### src/rtl/vc_arb_pkg.sv
// Shared types for the VC packet arbiter: FSM states, default widths, request beat layout.
package vc_arb_pkg;

  localparam int unsigned NUM_REQ_DEF          = 4;
  localparam int unsigned WIDTH_DATA_DEF       = 16;
  localparam int unsigned ADDRESS_WIDTH_DEF    = 4;
  localparam int unsigned VC_ADDRESS_WIDTH_DEF = 1;

  typedef enum logic {
    ARB    = 1'b0,
    LOCKED = 1'b1
  } arb_state_e;

  typedef struct packed {
    logic [WIDTH_DATA_DEF-1:0]       data;
    logic [ADDRESS_WIDTH_DEF-1:0]    dest;
    logic [VC_ADDRESS_WIDTH_DEF-1:0] vc;
    logic                            lock;
  } req_t;

  // Index width that stays at least one bit for a single requester.
  function automatic int unsigned idx_w(input int unsigned n);
    return (n > 1) ? $clog2(n) : 1;
  endfunction

endpackage

### src/rtl/rr_pick.sv
// Round-robin pick: one-hot grant of the first valid bit at or after ptr, wrapping upward.
// Purely combinational; no backpressure, the caller decides whether the grant is consumed.
module rr_pick
  import vc_arb_pkg::*;
#(
  parameter  int unsigned N  = 4,
  localparam int unsigned IW = idx_w(N)
) (
  input  logic [N-1:0]  vld,
  input  logic [IW-1:0] ptr,
  output logic [N-1:0]  gnt,
  output logic [IW-1:0] gnt_id,
  output logic          gnt_vld
);

  logic [IW-1:0] idx;
  logic          found;

  always_comb begin
    gnt    = '0;
    gnt_id = '0;
    found  = 1'b0;
    idx    = '0;
    for (int unsigned i = 0; i < N; i++) begin
      idx = IW'((32'(ptr) + i) % N);
      if (!found && vld[idx]) begin
        gnt[idx] = 1'b1;
        gnt_id   = idx;
        found    = 1'b1;
      end
    end
  end

  assign gnt_vld = |vld;

endmodule

### src/rtl/vc_pkt_arbiter.sv
// N:1 round-robin arbiter with burst locking into a one-entry output register; 1-cycle latency, 1 beat/cycle.
// Backpressure: i_ready_out is all-zero unless the register is empty or draining. VC_ARB_STATS_EN adds per-requester grant counters.
module vc_pkt_arbiter
  import vc_arb_pkg::*;
#(
  parameter  int unsigned NUM_REQ          = 4,
  parameter  int unsigned WIDTH_DATA       = 16,
  parameter  int unsigned ADDRESS_WIDTH    = 4,
  parameter  int unsigned VC_ADDRESS_WIDTH = 1,
  parameter  int unsigned MAX_BURST        = 8,
  localparam int unsigned IDW              = idx_w(NUM_REQ)
) (
  input  logic                                       clk,
  input  logic                                       rst,
  input  logic [NUM_REQ-1:0][WIDTH_DATA-1:0]         i_data_in,
  input  logic [NUM_REQ-1:0][ADDRESS_WIDTH-1:0]      i_dest_in,
  input  logic [NUM_REQ-1:0][VC_ADDRESS_WIDTH-1:0]   i_vc_in,
  input  logic [NUM_REQ-1:0]                         i_lock_in,
  input  logic [NUM_REQ-1:0]                         i_valid_in,
  output logic [NUM_REQ-1:0]                         i_ready_out,
  output logic [WIDTH_DATA-1:0]                      o_data_out,
  output logic [ADDRESS_WIDTH-1:0]                   o_dest_out,
  output logic [VC_ADDRESS_WIDTH-1:0]                o_vc_out,
  output logic                                       o_valid_out,
  input  logic                                       o_ready_in,
  output logic [IDW-1:0]                             o_grant_id
`ifdef VC_ARB_STATS_EN
  ,
  output logic [NUM_REQ-1:0][31:0]                   o_grant_count
`endif
);

  localparam int unsigned CW = $clog2(MAX_BURST + 1);

  typedef struct packed {
    logic [WIDTH_DATA-1:0]       data;
    logic [ADDRESS_WIDTH-1:0]    dest;
    logic [VC_ADDRESS_WIDTH-1:0] vc;
    logic [IDW-1:0]              id;
  } beat_t;

  arb_state_e         state, state_nxt;
  logic [IDW-1:0]     rr_ptr, rr_ptr_nxt;
  logic [IDW-1:0]     owner, owner_nxt;
  logic [CW-1:0]      burst_cnt, burst_cnt_nxt;
  logic [IDW-1:0]     pick_ptr, win_id;
  logic [NUM_REQ-1:0] elig_vld, win_gnt;
  logic               win_vld, win_lock;
  logic               load_rdy, accept;
  logic               out_vld;
  beat_t              out_q, win_beat;

  // While locked, the owner is the only candidate; an idle owner stalls everyone.
  assign elig_vld = (state == ARB) ? i_valid_in : (i_valid_in & (NUM_REQ'(1) << owner));
  assign pick_ptr = (state == ARB) ? rr_ptr : owner;

  rr_pick #(
    .N(NUM_REQ)
  ) u_rr_pick (
    .vld    (elig_vld),
    .ptr    (pick_ptr),
    .gnt    (win_gnt),
    .gnt_id (win_id),
    .gnt_vld(win_vld)
  );

  assign load_rdy    = !rst && (!out_vld || o_ready_in);
  assign accept      = load_rdy && win_vld;
  assign i_ready_out = load_rdy ? win_gnt : '0;
  assign win_lock    = i_lock_in[win_id];

  always_comb begin
    win_beat      = '0;
    win_beat.data = i_data_in[win_id];
    win_beat.dest = i_dest_in[win_id];
    win_beat.vc   = i_vc_in[win_id];
    win_beat.id   = win_id;
  end

  always_comb begin
    state_nxt     = state;
    owner_nxt     = owner;
    burst_cnt_nxt = burst_cnt;
    rr_ptr_nxt    = rr_ptr;
    if (accept) begin
      case (state)
        ARB: begin
          rr_ptr_nxt = (win_id == IDW'(NUM_REQ - 1)) ? '0 : win_id + IDW'(1);
          if (win_lock && (MAX_BURST > 1)) begin
            state_nxt     = LOCKED;
            owner_nxt     = win_id;
            burst_cnt_nxt = CW'(1);
          end
        end
        LOCKED: begin
          // The beat that brings the count to MAX_BURST ends the burst even if lock stays high.
          if (!win_lock || ((burst_cnt + CW'(1)) >= CW'(MAX_BURST))) begin
            state_nxt     = ARB;
            burst_cnt_nxt = '0;
          end else begin
            burst_cnt_nxt = burst_cnt + CW'(1);
          end
        end
        default: state_nxt = ARB;
      endcase
    end
  end

  always_ff @(posedge clk) begin
    if (rst) begin
      state     <= ARB;
      rr_ptr    <= '0;
      owner     <= '0;
      burst_cnt <= '0;
    end else begin
      state     <= state_nxt;
      rr_ptr    <= rr_ptr_nxt;
      owner     <= owner_nxt;
      burst_cnt <= burst_cnt_nxt;
    end
  end

  always_ff @(posedge clk) begin
    if (rst) begin
      out_vld <= 1'b0;
      out_q   <= '0;
    end else if (accept) begin
      out_vld <= 1'b1;
      out_q   <= win_beat;
    end else if (o_ready_in) begin
      out_vld <= 1'b0;
    end
  end

  assign o_valid_out = out_vld;
  assign o_data_out  = out_q.data;
  assign o_dest_out  = out_q.dest;
  assign o_vc_out    = out_q.vc;
  assign o_grant_id  = out_q.id;

`ifdef VC_ARB_STATS_EN
  for (genvar r = 0; r < NUM_REQ; r++) begin : g_grant_cnt
    always_ff @(posedge clk) begin
      if (rst) begin
        o_grant_count[r] <= '0;
      end else if (i_ready_out[r] && i_valid_in[r] && (o_grant_count[r] != '1)) begin
        o_grant_count[r] <= o_grant_count[r] + 32'd1;
      end
    end
  end
`endif

endmodule
### config.mk
export PLATFORM = sky130hd
export DESIGN_NAME = vc_pkt_arbiter
export DESIGN_NICKNAME = d
export VERILOG_FILES = /design/src/rtl/vc_arb_pkg.sv /design/src/rtl/rr_pick.sv /design/src/rtl/vc_pkt_arbiter.sv
export SDC_FILE = /design/constraint.sdc
export NUM_CORES = 1
export LEC_CHECK = 0
export ABC_AREA = 1
export CORE_ASPECT_RATIO = 0.6
export CORE_MARGIN = 4
export CORE_UTILIZATION = 25
export DETAILED_ROUTE_END_ITERATION = 10
export SLEW_MARGIN = 10
export SYNTH_ARGS = -nofsm -noshare
export SYNTH_HDL_FRONTEND = slang
export SYNTH_HIERARCHICAL = 1
export SYNTH_SLANG_ARGS = --single-unit
### constraint.sdc
create_clock -name clk -period 6.06 [get_ports clk]
set_clock_uncertainty 0.05 [all_clocks]
set_input_delay 1.212 -clock clk [delete_from_list [all_inputs] [get_ports clk]]
set_output_delay 1.212 -clock clk [all_outputs]
set_load 0.03 [all_outputs]
==> flow_summary.yaml <==
route:
  ant_nets: 0
  drt_iter0_markers: 268
  wl_met3_um: 914
  vias: 3156
  wl_per_cell_um: 14.1
  wirelength_um: 9220
  first_pass_iters: 5
  viasPerCell: 4.83
  met1_length_um: 4290
  highest_layer: "met4"
  wl_met2_um: 3870
  remaining_drc_errors: 0
timing:
  finalHoldViolations: 0
  relSlewSlack_pct: 37.1
  final_max_slew_viol_count: 0
  clock.fmax_mhz: 202
  setup_viol: 0
  grt_setup_unrepaired: "false"
  fin_crit_sh_pct: 81.8
  fin_crit_ns: 4.96
  worst_pin_slew_ns: 0.934
  holdWs_ns: 0.412
  fin_tns_setup_ns: 0
clock_tree:
  clk_pin_slew_worst_paths_ns: 0.05
  clkLatencyLatePin_ns: 0.27
  cts_hold_buf: 0
  htreeDepth: 2
  cts_resized: 0
  root_buffer: "clkbuf_16"
  cts_sinks: 33
  numCtsBuffers: 5
  cts_tree: "yes"
  cts_max_path_buffers: 2
  cts_setup_buffers: 0
setup_path:
  rr_worst_depth: 19
  worst-setup-path-type: "in2out"
  worstPathRequired_ns: 4.80
  critPathLaunchType: "primary input"
  crit_chain: "clkdlybuf4s50_1 -> nor3b_1 -> inv_1 -> nand2_1 -> nand3_4 -> a21boi_0 -> a21oi_1 -> nand3_1 -> inv_1 -> nor2_1 -> clkdlybuf4s50_1"
  end_kind: "output port"
  cp_top_family: "buffers and inverters"
  r2r_end: "burst_cnt[0]"
  timing.rr.start: "state"
  slowest_delay_ns: 0.67
  crit_buf_inv: 4
  cp_max_fo: 7
  regToRegSetupSlack_ns: 1.82
  arrival_ns: 3.70
  slowest_stage: "clkdlybuf4s50_1"
hold_path:
  hold_end: "burst_cnt[3]"
  hold_start: "burst_cnt[3]"
  hold_path.class: "reg2reg"
  min_path_cells: 2
finish:
  seqCellArea_um2: 661
  num_antenna_cells: 0
  multi_input_area_um2: 1620
  instances_no_fill: 653
  n_fill_cell: 1005
  nNetsFinal: 619
  drive_gt1_share_pct: 6.18
  final_area_um2: 3960
  areaGrowthSynthToFinish_pct: 57.4
synthesis:
  seq_area_frac_synth_pct: 26.2
  yosysTopAreaCellShare_pct: 26.2
  ys_seq_elements: 33
  syn_area_um2: 2520
  synth_fp_nets: 509
  yosysUniqueCellTypes: 33
  yosys_warnings: 6
  synth_top_area_cell: "dfxtp_1"
  avgSynthCellArea_um2: 6.19
  synthCells: 407
  synthTopCellsByArea: "dfxtp_1, nand2_1, o21ai_0"
power_and_ir_drop:
  leakage_nw: 1.67
  max-vdd-ir-drop_mv: 0.347
  fin_total_pwr_mw: 2.88
  p_per_area_nw_per_um2: 726
placed_design:
  placed_cells: 645
  post_dp_cell_area_um2: 3820
  dp_hpwl_um: 6760
  numPortBuffers: 122
  gp_congestion: 0.850
floorplanning:
  rows: 28
  coreArea_um2: 9840
  dieArea_um2: 11800
  die_y_um: 85.8
  ios: 123
  fp.dieW_um: 138
  start_util_pct: 25.6
global_routing:
  antenna_found_initial: 0
  grt_usage_pct: 15.9
  overflow: 0
  grt_pass1_vias: 3119
  grt_pass1_wl_um: 15200
  grt_max_degree: 47
status:
  status: "completed"
job:
  cap_violations: 0
-- cell families after synthesis --
| logic type | synth area share, % |
|---|---|
| compound gates | 20.7 |
| fa+ha+maj | 3.48 |
| buf+inv | 9.69 |
| flops | 26.2 |
| simple gates | 39.9 |
-- sequential cells by signal (all words and copies together), names as in the netlist --
name	flops
o_dest_out	4
rr_ptr	2
o_valid_out	1
burst_cnt	4
o_grant_id	2
o_vc_out	1
o_data_out	16
owner	2
state	1
-- per-layer routing --
metal,GRT usage (%),up-vias
li1,-,1576
met1,21.2,1413
met2,24.7,148
met3,5.86,19
met4,3.53,0
met5,0,-
-- worst register-to-register path, cell delays in order (launching register included) --
cell and delay [ns]:
dfxtp_1 0.36, o21ai_0 0.76, bufinv_8 0.35, ha_1 0.34, inv_1 0.15, nand3_1 0.10
nand2_1 0.15, nand3_1 0.09, nor2_1 0.14, nand2_1 0.07, nand3_1 0.07, buf_4 0.29
inv_1 0.41, nand3_1 0.21, nand2_1 0.15, nand2_1 0.11, nand2_1 0.10, nand2_1 0.11
nand2_1 0.06, nor2_1 0.11
-- cell usage in the layout, fill, tap and decap left out, types with 2 or more instances in the layout --
| master | synthesis | final |
|---|---|---|
| a21boi_0 | 4 | 4 |
| a21oi_1 | 17 | 17 |
| buf_4 | 1 | 2 |
| clkbuf_16 | 0 | 5 |
| clkdlybuf4s50_1 | 0 | 122 |
| clkinv_2 | 0 | 2 |
| dfxtp_1 | 33 | 33 |
| ha_1 | 7 | 7 |
| inv_1 | 24 | 24 |
| inv_2 | 4 | 4 |
| nand2_1 | 85 | 85 |
| nand2_2 | 5 | 5 |
| nand2_4 | 3 | 3 |
| nand2_8 | 2 | 2 |
| nand3_1 | 44 | 44 |
| nand4_1 | 2 | 2 |
| nor2_1 | 69 | 68 |
| nor2_4 | 1 | 2 |
| nor3_1 | 2 | 2 |
| o21ai_0 | 52 | 52 |
| o22ai_1 | 21 | 21 |
-- power breakdown --
part / leakage (nW) / switching, mW / internal [mW]
Combinational: 1.33 / 1.52 / 0.764
Sequential: 0.274 / 0.0496 / 0.308
Clock: 0.0706 / 0.0878 / 0.151
-- Yosys cell counts (all sizes together) --
cell / count
nand4: 2
clkbuf: 8
a21oi: 18
nor3: 2
nor2: 72
dfxtp: 33
and3: 1
o22ai: 21
o21ai: 52
nand3: 46
ha: 7
inv: 29
buf: 13
a31oi: 1
nand2: 95
a21boi: 4
nor3b: 1
clkinv: 1
bufinv: 1
-- worst max path at each step --
stage	start	endpoint	slack, ns	depth (start not counted)
after global routing	i_valid_in[3]	i_ready_out[3]	0.84	11
after detailed placement	i_valid_in[3]	i_ready_out[3]	1.15	11
after CTS	state	i_ready_out[1]	1.14	12
after global placement	i_valid_in[3]	i_ready_out[0]	1.27	11
final	i_valid_in[3]	i_ready_out[3]	1.10	11
after floorplan	i_valid_in[3]	i_ready_out[0]	2.21	9
-- per-stage QoR --
step	setup WS, ns	util (%)
global placement	1.27	38.9
global route	0.844	40.3
finish	1.10	40.3
floorplan	2.21	-
CTS	1.14	40.3
detailed placement	1.15	38.9
-- layout make-up --
class / count / share of cell area (%)
Sequential cell: 33 / 16.7
Timing Repair Buffer: 124 / 31.2
Multi-Input combinational cell: 322 / 40.9
Inverter: 31 / 3.47
Clock inverter: 2 / 0.253
Clock buffer: 6 / 3.25
Tap cell: 135 / 4.26
Power figures use the tool's default switching activity.
